File: config.mk
export PLATFORM = sky130hd
export DESIGN_NAME = dmem_sram_bridge
export DESIGN_NICKNAME = d
export VERILOG_FILES = /design/src/rtl/dmem_sram_bridge.sv
export SDC_FILE = /design/constraint.sdc
export NUM_CORES = 1
export LEC_CHECK = 0
export ABC_AREA = 1
export ABC_CLOCK_PERIOD_IN_PS = 4200
export CAP_MARGIN = 20
export CORE_MARGIN = 2
export CORE_UTILIZATION = 46
export DETAILED_ROUTE_END_ITERATION = 10
export HOLD_SLACK_MARGIN = 0.15
export PLACE_DENSITY = 0.82
export SLEW_MARGIN = 20
export SYNTH_ARGS = -nofsm -noshare
export SYNTH_HDL_FRONTEND = slang
export SYNTH_SLANG_ARGS = --single-unit
File: constraint.sdc
create_clock -name clk -period 4.2 [get_ports clk]
set_clock_uncertainty 0.2 [all_clocks]
set_input_delay 0.84 -clock clk [delete_from_list [all_inputs] [get_ports clk]]
set_output_delay 0.84 -clock clk [all_outputs]
set_load 0.02 [all_outputs]
File: src/rtl/dmem_sram_bridge.sv
// Data-side bridge from the memory stage to an SRAM-like bus: one transaction
// per request, completion held until the stage advances, and flushed accesses absorbed.
module dmem_sram_bridge #(
  parameter bit UNMAP_KSEG = 1'b1
) (
  input  logic        clk,
  input  logic        resetn,
  input  logic        m_valid,
  input  logic        m_wr,
  input  logic [1:0]  m_size,
  input  logic [31:0] m_addr,
  input  logic [31:0] m_wdata,
  input  logic        m_advance,
  input  logic        flush,
  output logic [31:0] rd,
  output logic        d_data_ok,
  output logic        data_req,
  output logic        data_wr,
  output logic [1:0]  data_size,
  output logic [31:0] data_addr,
  output logic [31:0] data_wdata,
  input  logic        data_addr_ok,
  input  logic [31:0] data_rdata,
  input  logic        data_data_ok
);

  // Handshake: data_req is held with stable fields until data_addr_ok is seen
  // in the same cycle; exactly one data_data_ok then closes the transaction.
  typedef enum logic [1:0] {S_IDLE, S_REQ, S_WAIT, S_DONE} state_t;

  state_t      r_state;
  state_t      w_state_nxt;
  logic        r_abort;
  logic        w_abort_nxt;
  logic        w_rd_load;
  logic        w_issue;
  logic [31:0] w_phys_addr;
  logic [31:0] r_rd;
  logic        r_wr;
  logic [1:0]  r_size;
  logic [31:0] r_addr;
  logic [31:0] r_wdata;

  // kseg0/kseg1 both fold onto the low 512 MB of physical space.
  assign w_phys_addr = (UNMAP_KSEG && (m_addr[31:30] == 2'b10))
                     ? {3'b000, m_addr[28:0]} : m_addr;

  assign w_issue = (r_state == S_IDLE) && m_valid && !flush;

  always_comb begin
    w_state_nxt = r_state;
    w_abort_nxt = r_abort;
    w_rd_load   = 1'b0;
    case (r_state)
      S_IDLE: begin
        if (w_issue) w_state_nxt = data_addr_ok ? S_WAIT : S_REQ;
      end
      S_REQ: begin
        // A flushed request is still carried through so the bus sees it once.
        if (flush)        w_abort_nxt = 1'b1;
        if (data_addr_ok) w_state_nxt = S_WAIT;
      end
      S_WAIT: begin
        if (data_data_ok) begin
          if (r_abort || flush) begin
            w_abort_nxt = 1'b0;
            w_state_nxt = S_IDLE;
          end else begin
            w_rd_load   = 1'b1;
            w_state_nxt = S_DONE;
          end
        end else if (flush) begin
          w_abort_nxt = 1'b1;
        end
      end
      S_DONE: begin
        if (m_advance || flush) w_state_nxt = S_IDLE;
      end
      default: w_state_nxt = S_IDLE;
    endcase
  end

  always_ff @(posedge clk or negedge resetn) begin
    if (!resetn) begin
      r_state <= S_IDLE;
      r_abort <= 1'b0;
      r_rd    <= 32'h0;
      r_wr    <= 1'b0;
      r_size  <= 2'b00;
      r_addr  <= 32'h0;
      r_wdata <= 32'h0;
    end else begin
      r_state <= w_state_nxt;
      r_abort <= w_abort_nxt;
      if (w_issue) begin
        r_wr    <= m_wr;
        r_size  <= m_size;
        r_addr  <= w_phys_addr;
        r_wdata <= m_wdata;
      end
      if (w_rd_load) r_rd <= data_rdata;
    end
  end

  always_comb begin
    data_req = w_issue || (r_state == S_REQ);
    if (r_state == S_IDLE) begin
      data_wr    = m_wr;
      data_size  = m_size;
      data_addr  = w_phys_addr;
      data_wdata = m_wdata;
    end else begin
      data_wr    = r_wr;
      data_size  = r_size;
      data_addr  = r_addr;
      data_wdata = r_wdata;
    end
  end

  assign d_data_ok = (r_state == S_DONE);
  assign rd        = r_rd;

endmodule

==> metrics.cfg, run 1 <==
[global_routing]
grt_pass1_wl_um=20200
gr-usage-all-layers_pct=22.0
grt-busiest-layer=met2
grt-ovfl-total=0
met3_usage_pct=6.38
grt_use_met2_pct=37.6
grt_max_degree=87
antenna_found_initial=0
grt_pass1_vias=4275
use_met1_pct=26.6

[cells_and_area]
layout-drive-gt1-share_pct=3.62
diodes=0
syn_to_final_growth_pct=45.1
n_fill_cell=821
fin_area_um2=7070
fin_nets=902

[clock_network]
clockRootBuffer=clkbuf_8
cts-htree-levels=3
post_cts_resized=0
clk_latency_ns=0.36
cts.clk_slew.worst_paths_ns=0.09
clockBufferDepth=2
numCtsBuffers=9
postCtsSetupRepairBufs=0
tritoncts=yes
postCtsHoldBufs=0
cts_sinks=102

[worst_hold_path]
hold_class=reg -> reg

[yosys]
netlist_area_um2=4870
synthMostInstantiatedCell=nand2_1
synth-edff-count=0
yosys.area.top_type_share_pct=52.4
synth.area.top_cells=dfrtp_1 52%, nand2_1 16%, o21ai_0 8.4%, inv_1 5.5%, o21ai_1 5.1%
yosys.area.top_type=dfrtp_1
async_flop_share_pct=100
synth_nets=717
avgSynthCellArea_um2=7.98
yosysSeqAreaShare_pct=52.4
ys_seq_elements=102
synthCells=611
synth.distinct_cells=19
yosysWarnings=0
synth_common_cells=212 x nand2_1, 102 x dfrtp_1, 82 x o21ai_0
synth_top_flop_cell=dfrtp_1

[die]
core-area_um2=10300
die_h_um=107
start_util_pct=47.2
dieArea_um2=11400
die_w_um=107
rows=37
ios=207

[critical_path]
critPathSlowestCell=clkdlybuf4s50_1
critical_path.startpoint_type=flop
worstPathArrival_ns=2.67
cp_max_fo=72
worstPathCellList=inv_1 > nand2_4 > buf_12 > nand2_1 > o21ai_0 > clkdlybuf4s50_1
cpPeakStageDelay_ns=0.64
critical_path_required_ns=3.16
crit_path_end_kind=primary output
worstSetupPathType=reg -> out

[timing]
slew_headroom_pct=48.4
hold_violations=0
setup_slack_ns=0.492
setup_tns_ns=0
tightest_slew_ns=0.771
finalSetupViolations=0
fmax_ghz=0.270
fin_crit_ns=3.71
finalMaxSlewViolations=0
whs_ns=0.278
rsz0062_at_grt=no
timing.final.crit_share_pct=88.3

[pwr]
vdd_drop_max_mv=0.387
p_leak_nw=3.40
power_mw=5.17
powerDensity_nw_per_um2=731

[placed_design]
place_area_um2=6880
post-place-ws_ns=0.677
place.gp.congestion=0.781
hpwl_um=8890
portBuffers=206

[drt]
wl_per_cell_um=13.1
wl_um=12300
via_count=4529
ant_nets=0
drc=0
drt-initial-drc-count=202
first_pass_iters=6
vias_per_cell=4.83

[outcome]
status=complete, no violations

[run]
maxCapViolCount=0

layout by cell type (no fill, tap or decap):
cell	Yosys	routed
a21boi_0	1	1
a21oi_1	2	2
buf_12	0	1
buf_4	3	5
buf_6	17	1
bufinv_16	0	1
clkbuf_8	0	9
clkdlybuf4s50_1	0	205
clkinv_2	0	4
clkinvlp_4	0	2
dfrtp_1	102	102
inv_1	72	72
nand2_1	212	212
nand2_2	2	1
nand2_4	1	2
nand3_1	37	37
nand3_4	1	1
nand3b_1	1	1
nor2_1	7	7
nor2_4	2	2
o21ai_0	82	82
o21ai_1	50	50
o21bai_1	1	1
power breakdown:
| part | total, mW | internal, mW | leakage [nW] | switching (mW) |
|---|---|---|---|---|
| combinational | 2.89 | 1.29 | 2.04 | 1.60 |
| clock | 0.601 | 0.271 | 0.0948 | 0.330 |
| sequential | 1.68 | 1.43 | 1.27 | 0.250 |
state kept, by name, summed over array words and instances, names as in the netlist:
register / count
r_addr: 32
rd: 32
r_state: 2
r_abort: 1
r_wdata: 32
r_size: 2
r_wr: 1
area by class of cell:
| type | instances | area (um2) | share of cell area, % |
|---|---|---|---|
| Sequential cell | 102 | 2550 | 36.1 |
| Clock buffer | 9 | 124 | 1.75 |
| Timing Repair Buffer | 212 | 2120 | 30.0 |
| Tap cell | 136 | 170 | 2.41 |
| Inverter | 72 | 270 | 3.82 |
| Clock inverter | 7 | 65.1 | 0.920 |
| Multi-Input combinational cell | 399 | 1770 | 25.0 |
worst max-delay path: cells and delay by family (launching register included):
family                 cells  cell delay [ns]
buffers and inverters      3             1.09
DFF                        1             0.52
and+or+nand+nor            2             0.55
AOI/OAI and AO/OA          1             0.10
kinds of logic after synthesis:
group                  count (synthesis)  synth area share (%)
flip-flops                           102                  52.4
AO/OA/AOI/OAI                        136                  14.1
AND/OR/NAND/NOR                      263                  22.1
buffers and inverters                110                  11.4
routing by layer:
| layer | up-vias | part of all wire (%) |
|---|---|---|
| met4 | 0 | 1.7 |
| met3 | 16 | 9.1 |
| li1 | 2284 | - |
| met1 | 2055 | 40 |
| met2 | 174 | 49 |
| met5 | - | 0 |
final timing paths:
kind	from	end	slack (ns)	cells after the start
min reg2reg	rd[0]	rd[0]	0.28	2
min in group asynchronous	resetn	r_addr[19]	0.30	1
max reg2reg	r_state[1]	r_addr[21]	1.84	6
max	r_state[1]	data_wdata[10]	0.49	6
min	rd[0]	rd[0]	0.28	2
max in group asynchronous	resetn	rd[29]	2.83	2
through the flow:
step | utilization [%] | cells
5_1_grt | 68.5 | 937
2_1_floorplan | - | 611
3_3_place_gp | 66.6 | 921
6_report | 68.5 | 937
3_5_place_dp | 66.6 | 921
4_1_cts | 68.5 | 937
Note: power is estimated with default switching activity, not from simulation.
==> run 2: changes to the inputs <==
--- a/config.mk
+++ b/config.mk
@@ -6,11 +6,12 @@
 export NUM_CORES = 1
 export LEC_CHECK = 0
 export ABC_AREA = 1
-export ABC_CLOCK_PERIOD_IN_PS = 4200
+export ABC_CLOCK_PERIOD_IN_PS = 4500
 export CAP_MARGIN = 20
 export CORE_MARGIN = 2
 export CORE_UTILIZATION = 46
 export DETAILED_ROUTE_END_ITERATION = 10
+export GPL_TIMING_DRIVEN = 0
 export HOLD_SLACK_MARGIN = 0.15
 export PLACE_DENSITY = 0.82
 export SLEW_MARGIN = 20
==> constraint.sdc (replaced) <==
create_clock -name clk -period 4.5 [get_ports clk]
set_clock_uncertainty 0.2 [all_clocks]
set_input_delay 0.9 -clock clk [delete_from_list [all_inputs] [get_ports clk]]
set_output_delay 0.9 -clock clk [all_outputs]
set_load 0.02 [all_outputs]
==> run 2 against run 1 <==
  * Critical path depth did not move
  * First-iteration DRC count grew 33%
  * Clock power shrank 8.0%
  * Combinational power barely moved
  * Final cell count is 3.4% higher
  * Power shrank 3.1%
  * Via count up 5.3%
  * Final area rose by 3.3%
  * Die area did not move
  * Wire length up 9.5%
  * Count of clock-buffer cells in the layout rose by 3
  * Setup slack better by 0.30 ns
  * Critical endpoint is now data_req
  * Largest cell class unchanged
==> metrics.cfg, run 2 (same netlist as run 1, synthesis figures left out) <==
[outcome]
status=complete, no violations

[clock_network]
postCtsHoldBufs=0
clk_latency_ns=0.37
cts.clk_slew.worst_paths_ns=0.08
numCtsBuffers=9
clockRootBuffer=clkbuf_8
clockBufferDepth=2
cts-htree-levels=3
cts_sinks=102
tritoncts=yes
postCtsSetupRepairBufs=0
post_cts_resized=0

[pwr]
p_leak_nw=3.52
powerDensity_nw_per_um2=685
vdd_drop_max_mv=0.320
power_mw=5.01

[die]
core-area_um2=10300
die_h_um=107
ios=207
start_util_pct=47.2
rows=37
die_w_um=107
dieArea_um2=11400

[cells_and_area]
syn_to_final_growth_pct=49.9
diodes=0
final_cell_mix=212 x nand2_1, 204 x clkdlybuf4s50_1, 102 x dfrtp_1
layout-drive-gt1-share_pct=5.40
final_common_cell=nand2_1
n_fill_cell=822
fin_nets=934

[critical_path]
cp_max_fo=10
worstReg2RegEnd=r_wdata[27]
reg2reg_from=r_state[1]
worstPathArrival_ns=2.61
cpPeakStageDelay_ns=0.64
startpoint=flush
critical_path.startpoint_type=input port
critical_path_required_ns=3.40
r2r_setup_slack_ns=2.75
critPathSlowestCell=clkdlybuf4s50_1
reg2reg_depth=6
crit_path_end_kind=primary output
worstSetupPathType=in -> out
cp_common_cell=clkdlybuf4s50_1
endpoint=data_req
worstPathCellList=clkdlybuf4s50_1 > inv_1 > nand3_4 > buf_2 > nand2_1 > clkdlybuf4s50_1

[global_routing]
grt_pass1_wl_um=22200
grt-ovfl-total=0
antenna_found_initial=0
grt_max_degree=63
grt_pass1_vias=4750
gr-usage-all-layers_pct=24.3

[drt]
via_count=4768
drc=0
wl_per_cell_um=13.9
ant_nets=0
first_pass_iters=5
drt-initial-drc-count=268
vias_per_cell=4.92
wl_um=13400

[placed_design]
hpwl_um=10300
post-place-ws_ns=0.761
place.gp.congestion=0.811
portBuffers=205

[timing]
tightest_slew_ns=0.443
rsz0062_at_grt=no
fmax_ghz=0.269
fin_crit_ns=3.71
slew_headroom_pct=70.5
setup_slack_ns=0.789
whs_ns=0.243
hold_violations=0
finalMaxSlewViolations=0
finalSetupViolations=0
setup_tns_ns=0
timing.final.crit_share_pct=82.5

[worst_hold_path]
hold_class=in -> async

[run]
maxCapViolCount=0

-- run 2: cell types whose count changed in the layout (fill, tap and decap cells not counted) --
cell             change
buf_4                -2
clkinv_2             -2
buf_6               +17
clkinvlp_4           -1
buf_12               -1
nand2_4              -1
buf_16               +1
nand2_2              +1
buf_2                +4
clkdlybuf4s50_1      -1
clkbuf_1            +17
-- run 2: critical path, delay by kind of cell --
family | cells | cell delay [ns]
buffers and inverters | 4 | 1.45
AND/OR/NAND/NOR | 2 | 0.25
-- run 2: per-layer routing --
layer | vias up | GRT usage (%) | part of all wire [%]
li1 | 2346 | - | -
met1 | 2222 | 30.4 | 41
met2 | 181 | 40.8 | 49
met3 | 19 | 6.81 | 8.2
met4 | 0 | 8.35 | 1.6
met5 | - | 0 | 0
-- run 2: metrics by stage --
step	instance area [um2]	instances	util, %
6_report	7310	969	70.8
5_1_grt	7310	969	70.8
4_1_cts	7310	969	70.8
3_5_place_dp	7120	953	69.0
3_3_place_gp	7100	952	68.7
2_1_floorplan	4870	611	-
-- run 2: worst min path at each step --
stage,start,to,slack [ns],cells past startpoint
after floorplan,r_addr[30],r_addr[30],0.25,2
after global placement,rd[1],rd[1],0.25,2
after detailed placement,rd[5],rd[5],0.26,2
after CTS,resetn,rd[15],0.24,1
after global routing,resetn,r_addr[18],0.26,1
final,resetn,rd[12],0.24,1
-- run 2: report_power, final --
part,internal [mW],switching [mW]
Sequential,1.33,0.242
Clock,0.256,0.297
Combinational,1.31,1.57
-- run 2: final cells by class --
cell class | count | area, um2 | share of cell area (%)
inverters | 72 | 270 | 3.70
flip-flops and latches | 102 | 2550 | 34.9
multi-input cells | 399 | 1760 | 24.1
clock inverters | 4 | 47.5 | 0.651
well taps | 136 | 170 | 2.33
clock buffers | 12 | 135 | 1.85
plain buffers | 38 | 287 | 3.92
repair buffers | 206 | 2080 | 28.5
